File: config.mk
export PLATFORM = sky130hd
export DESIGN_NAME = dbg_cmd_framer
export DESIGN_NICKNAME = d
export VERILOG_FILES = /design/src/rtl/dbg_cmd_framer.sv
export SDC_FILE = /design/constraint.sdc
export NUM_CORES = 1
export LEC_CHECK = 0
export BUFFER_PORTS_ARGS = -buffer_cell sky130_fd_sc_hd__clkbuf_2
export CAP_MARGIN = 0
export CORE_MARGIN = 1.5
export CORE_UTILIZATION = 51
export CTS_CLUSTER_SIZE = 10
export DETAILED_ROUTE_END_ITERATION = 12
export HOLD_SLACK_MARGIN = 0.02
export PLACE_DENSITY = 0.79
export SYNTH_ARGS = -nofsm -noshare
export SYNTH_HDL_FRONTEND = slang
export SYNTH_SLANG_ARGS = --single-unit
File: constraint.sdc
create_clock -name clk_i -period 2.35 [get_ports clk_i]
set_input_delay 0.235 -clock clk_i [delete_from_list [all_inputs] [get_ports clk_i]]
set_output_delay 0.235 -clock clk_i [all_outputs]
set_load 0.005 [all_outputs]
File: src/rtl/dbg_cmd_framer.sv
// Turns word-level debug-bridge read/write requests into byte-serial command frames:
// cmd, len, addr[31:24..7:0], then payload bytes taken MSB-first from 32-bit words.
module dbg_cmd_framer #(
   parameter logic [7:0] CMD_WRITE = 8'h10,
   parameter logic [7:0] CMD_READ  = 8'h11,
   parameter int         LEN_W     = 8
) (
   input  logic             clk_i,
   input  logic             rst_i,
   input  logic             req_valid_i,
   input  logic             req_write_i,
   input  logic [31:0]      req_addr_i,
   input  logic [LEN_W-1:0] req_len_i,
   output logic             req_accept_o,
   input  logic             wr_valid_i,
   input  logic [31:0]      wr_data_i,
   output logic             wr_accept_o,
   output logic             tx_valid_o,
   output logic [7:0]       tx_data_o,
   input  logic             tx_accept_i,
   output logic             busy_o,
   output logic             done_o
);

   typedef enum logic [2:0] {IDLE, CMD, LEN, ADDR, DATA, DONE} state_t;

   state_t           state_reg, state_next;
   logic             write_reg, write_next;
   logic [31:0]      addr_reg, addr_next;
   logic [LEN_W-1:0] len_reg, len_next;
   logic [1:0]       acnt_reg, acnt_next;
   logic [LEN_W-1:0] bcnt_reg, bcnt_next;
   logic [31:0]      word_reg, word_next;
   logic             held_reg, held_next;
   logic             tx_valid_reg, tx_valid_next;
   logic [7:0]       tx_data_reg, tx_data_next;

   logic             load_en;
   logic             need_word;
   logic             wr_take;
   logic             byte_avail;
   logic             do_pay;
   logic             last_byte;
   logic [1:0]       lane;
   logic [1:0]       addr_sel;
   logic [31:0]      src_word;
   logic [7:0]       pay_byte;
   logic [7:0]       addr_byte;

   always_ff @(posedge clk_i) begin
      if (rst_i) begin
         state_reg    <= IDLE;
         write_reg    <= 1'b0;
         addr_reg     <= '0;
         len_reg      <= '0;
         acnt_reg     <= '0;
         bcnt_reg     <= '0;
         word_reg     <= '0;
         held_reg     <= 1'b0;
         tx_valid_reg <= 1'b0;
         tx_data_reg  <= '0;
      end else begin
         state_reg    <= state_next;
         write_reg    <= write_next;
         addr_reg     <= addr_next;
         len_reg      <= len_next;
         acnt_reg     <= acnt_next;
         bcnt_reg     <= bcnt_next;
         word_reg     <= word_next;
         held_reg     <= held_next;
         tx_valid_reg <= tx_valid_next;
         tx_data_reg  <= tx_data_next;
      end
   end

   always_comb begin
      state_next    = state_reg;
      write_next    = write_reg;
      addr_next     = addr_reg;
      len_next      = len_reg;
      acnt_next     = acnt_reg;
      bcnt_next     = bcnt_reg;
      word_next     = word_reg;
      held_next     = held_reg;
      tx_valid_next = tx_valid_reg;
      tx_data_next  = tx_data_reg;
      do_pay        = 1'b0;

      load_en   = !tx_valid_reg || tx_accept_i;
      lane      = bcnt_reg[1:0];
      last_byte = ({1'b0, bcnt_reg} + {{LEN_W{1'b0}}, 1'b1}) == {1'b0, len_reg};
      // Word 0 is fetched while addr[7:0] sits in the output register, so the
      // first payload byte can follow the address with no idle cycle.
      need_word = !held_reg && (lane == 2'd0) && (bcnt_reg < len_reg) &&
                  ((state_reg == DATA) ||
                   ((state_reg == ADDR) && (acnt_reg == 2'd3) && write_reg));
      wr_take    = need_word && wr_valid_i;
      src_word   = held_reg ? word_reg : wr_data_i;
      byte_avail = held_reg || wr_take;

      case (lane)
         2'd0:    pay_byte = src_word[31:24];
         2'd1:    pay_byte = src_word[23:16];
         2'd2:    pay_byte = src_word[15:8];
         default: pay_byte = src_word[7:0];
      endcase

      addr_sel = acnt_reg + 2'd1;
      case (addr_sel)
         2'd0:    addr_byte = addr_reg[31:24];
         2'd1:    addr_byte = addr_reg[23:16];
         2'd2:    addr_byte = addr_reg[15:8];
         default: addr_byte = addr_reg[7:0];
      endcase

      if (wr_take) begin
         held_next = 1'b1;
         word_next = wr_data_i;
      end

      case (state_reg)
         IDLE: begin
            if (req_valid_i) begin
               write_next    = req_write_i;
               addr_next     = req_addr_i;
               len_next      = req_len_i;
               acnt_next     = '0;
               bcnt_next     = '0;
               held_next     = 1'b0;
               tx_data_next  = req_write_i ? CMD_WRITE : CMD_READ;
               tx_valid_next = 1'b1;
               state_next    = CMD;
            end
         end
         CMD: begin
            if (load_en) begin
               tx_data_next = 8'(len_reg);
               state_next   = LEN;
            end
         end
         LEN: begin
            if (load_en) begin
               tx_data_next = addr_reg[31:24];
               acnt_next    = '0;
               state_next   = ADDR;
            end
         end
         ADDR: begin
            if (load_en) begin
               if (acnt_reg != 2'd3) begin
                  acnt_next    = addr_sel;
                  tx_data_next = addr_byte;
               end else if (write_reg && (len_reg != '0)) begin
                  state_next = DATA;
                  if (byte_avail) do_pay = 1'b1;
                  else            tx_valid_next = 1'b0;
               end else begin
                  state_next    = DONE;
                  tx_valid_next = 1'b0;
               end
            end
         end
         DATA: begin
            if (load_en) begin
               if (bcnt_reg == len_reg) begin
                  state_next    = DONE;
                  tx_valid_next = 1'b0;
               end else if (byte_avail) begin
                  do_pay = 1'b1;
               end else begin
                  tx_valid_next = 1'b0;
               end
            end
         end
         DONE: begin
            tx_valid_next = 1'b0;
            state_next    = IDLE;
         end
         default: state_next = IDLE;
      endcase

      // The held word is released once its last useful lane has been loaded.
      if (do_pay) begin
         tx_data_next  = pay_byte;
         tx_valid_next = 1'b1;
         bcnt_next     = bcnt_reg + {{(LEN_W-1){1'b0}}, 1'b1};
         if ((lane == 2'd3) || last_byte) held_next = 1'b0;
      end
   end

   assign req_accept_o = (state_reg == IDLE);
   assign wr_accept_o  = need_word;
   assign tx_valid_o   = tx_valid_reg;
   assign tx_data_o    = tx_data_reg;
   assign busy_o       = (state_reg != IDLE) && (state_reg != DONE);
   assign done_o       = (state_reg == DONE);

endmodule

==> summary.md <==
| Metric | Value |
|---|---|
| Vias in the first global route | `4919` |
| DRC | `0` |
| Share of layout cells above drive strength 1 | `23.9%` |
| Mapped cell area | `5060 µm²` |
| ANT cells | `0` |
| Final max-slew violation count | `0` |
| Slew of the pin with the lowest slew margin | `0.619 ns` |
| CP top delay family | `simple AND/OR/NAND/NOR gates` |
| Crit path largest cell delay | `0.51 ns` |
| EDFF count, synth | `0` |
| Multi-input gate area | `2940 µm²` |
| Hold Violations, Final | `0` |
| Final Instance Area | `6260 µm²` |
| Ports | `91` |
| Cells along the critical path | `inv_1 > ha_1 > o21ai_2 > nor2_2 > or4b_4 > o21a_4 > or4_1 > a31oi_1` |
| Fin Hold WS | `0.0708 ns` |
| Worst path arrival time | `2.70 ns` |
| DR WL met2 | `7.34 mm` |
| Most common flop cell mapped by yosys | `dfxtp_1` |
| RSZ-0062 raised after global routing | `true` |
| Vias per cell | `5.94` |
| Hold Buf Count CTS | `0` |
| Clk_lat worst skew | `0.37 ns` |
| Top layer in use | `met4` |
| Final Skew | `0.0107 ns` |
| Nets | `875` |
| Total die area | `10500 µm²` |
| Total clock sinks | `96` |
| Register Area | `1930 µm²` |
| DP Area | `5930 µm²` |
| Cells after DPL | `899` |
| Core Area | `9680 µm²` |
| Syn_nets | `771` |
| PortBufs | `90` |
| DP HPWL | `11.0 mm` |
| Gpl congestion | `0.961` |
| Worst Path Max Fanout | `8` |
| CTS Root Cell | `clkbuf_8` |
| Slew margin rel. | `58.5%` |
| Initial antenna violation count | `0` |
| Status | `finished, violations left` |
| Mean Syn Cell Area | `7.47 µm²` |
| Congestion Overflow GR | `0` |
| Pleak | `0.00240 µW` |
| Area growth, synth to finish | `23.7%` |
| Fraction of registers with async set/reset | `0%` |
| Gate Count Post-Synth | `677` |
| Worst vdd ir | `0.437 mV` |
| Iteration count of the initial detailed-routing pass | `5` |
| CTS tree | `built` |
| MaxCap Viol Count | `0` |
| WS Path Type | `flop to flop` |
| Worst path required time | `2.66 ns` |
| Failing checks | `setup timing` |
| Initial core utilization | `52.2%` |
| Die W | `103 µm` |
| Place WS | `-0.0888 ns` |
| CTS HTree Levels | `3` |
| Worst path slowest cell | `or4b_4` |
| P per Cell Area | `671 nW/µm²` |
| Worst setup SP type | `flop` |
| Detail Route Antenna Nets | `0` |
| GRT Util Overall | `28.8%` |
| Number of DRC markers in iteration 0 | `409` |
| Endpoints failing setup | `1` |
| Commonest non-fill, non-tap cell in the layout | `nand2_1` |
| Hold Crit Class | `input pin to flop` |
| # rows | `36` |
| Met3 WL | `1.13 mm` |
| First-pass GRT wire length | `23.6 mm` |
| Setup TNS | `-0.0434 ns` |
| FMAX | `0.418 GHz` |
| Non-Filler Instances | `918` |
| Final WS setup | `-0.0434 ns` |
| Most frequent cells in the layout | `nand2_1 (170), a21oi_1 (100), dfxtp_1 (91)` |
| Total routed wirelength | `15.0 mm` |
| Period utilization | `102%` |
| Netlist cell types | `47` |
| Die Y | `103 µm` |
| Crit end category | `flop` |
| Pin count of the biggest net entering global routing | `51` |
| Bufs and invs on worst path | `1` |
| Post-synthesis sequential area ratio | `38.0%` |
| Clock slew at reported path FFs | `0.10 ns` |
| Yosys warning count | `0` |
| CTS Buffer Depth | `2` |
| Vias | `5455` |
| Num CTS Buffers | `9` |
| Met1 Wirelength | `6.18 mm` |
| Crit path time final | `2.39 ns` |
| Number of fillers in the final layout | `814` |
| #FFs+latches synth | `96` |
| DR WL/cell | `16.3 µm` |
## timing repair
action                                  CTS  global route
pin swaps                                13            13
endpoints found under the setup margin    4            21
gates resized for setup                   6            18
setup buffers                             2             2
## Yosys cell counts, types with 9 or more instances
cell type / instances / area (µm²)
a21oi_1: 104 / 521
a222oi_1: 10 / 100
a22oi_1: 21 / 158
a31oi_1: 13 / 81.3
clkbuf_1: 48 / 180
dfxtp_1: 96 / 1920
ha_1: 16 / 200
inv_1: 19 / 71.3
mux2i_1: 10 / 100
nand2_1: 170 / 638
nand3_1: 15 / 75.1
nor2_1: 27 / 101
o211ai_1: 12 / 90.1
o21ai_0: 21 / 105
o22ai_1: 9 / 56.3
## per-layer routing
layer / global-route usage [%] / up-vias
met5: 0 / -
met4: 10.4 / 0
met3: 5.69 / 34
met2: 48.3 / 268
met1: 36.9 / 2538
li1: - / 2615
## power breakdown
| part | switching, µW | internal (µW) |
|---|---|---|
| clock network | 609 | 600 |
| logic | 645 | 452 |
| registers | 118 | 1780 |
| total | 1370 | 2830 |
## through the flow
stage          power, µW  util, %
2_1_floorplan       2560        -
3_3_place_gp        2930     61.2
3_5_place_dp        2970     61.2
4_1_cts             4160     63.7
5_1_grt             4410     64.6
6_report            4200     64.6
## area by class of cell
cell class / count / share of cell area, %
clock buffer: 9 / 1.98
clock inverter: 6 / 1.44
inverter: 19 / 1.14
multi-input combinational: 509 / 47.0
sequential: 96 / 30.9
tap: 133 / 2.66
timing repair buffer: 146 / 14.9
## path summary, 6_finish.rpt
path	slack, ns	start	depth (start not counted)	endpoint
worst min-delay path	0.07	req_len_i[5]	3	len_reg[5]$_SDFFE_PP0P_
worst max register to register	-0.04	len_reg[6]$_SDFFE_PP0P_	8	bcnt_reg[6]$_SDFFE_PP0P_
worst max-delay path	-0.04	len_reg[6]$_SDFFE_PP0P_	8	bcnt_reg[6]$_SDFFE_PP0P_
worst min register to register	0.46	word_reg[15]$_SDFFE_PP0P_	2	word_reg[15]$_SDFFE_PP0P_
## worst reg2reg max path: stages, from the launching register on
cell     delay (ns)
dfxtp_2        0.34
inv_1          0.04
ha_1           0.32
o21ai_2        0.15
nor2_2         0.07
or4b_4         0.51
o21a_4         0.25
or4_1          0.47
a31oi_1        0.18
## cell families after synthesis
| kind of cell | count (synthesis) | synth area share (%) |
|---|---|---|
| compound gates | 215 | 26.3 |
| mux | 11 | 2.20 |
| simple gates | 257 | 22.2 |
| flops | 96 | 38.0 |
| fa+ha+maj | 16 | 3.96 |
| buf+inv | 72 | 5.64 |
| xor+xnor | 10 | 1.73 |
(Power assumes the default switching activity.)
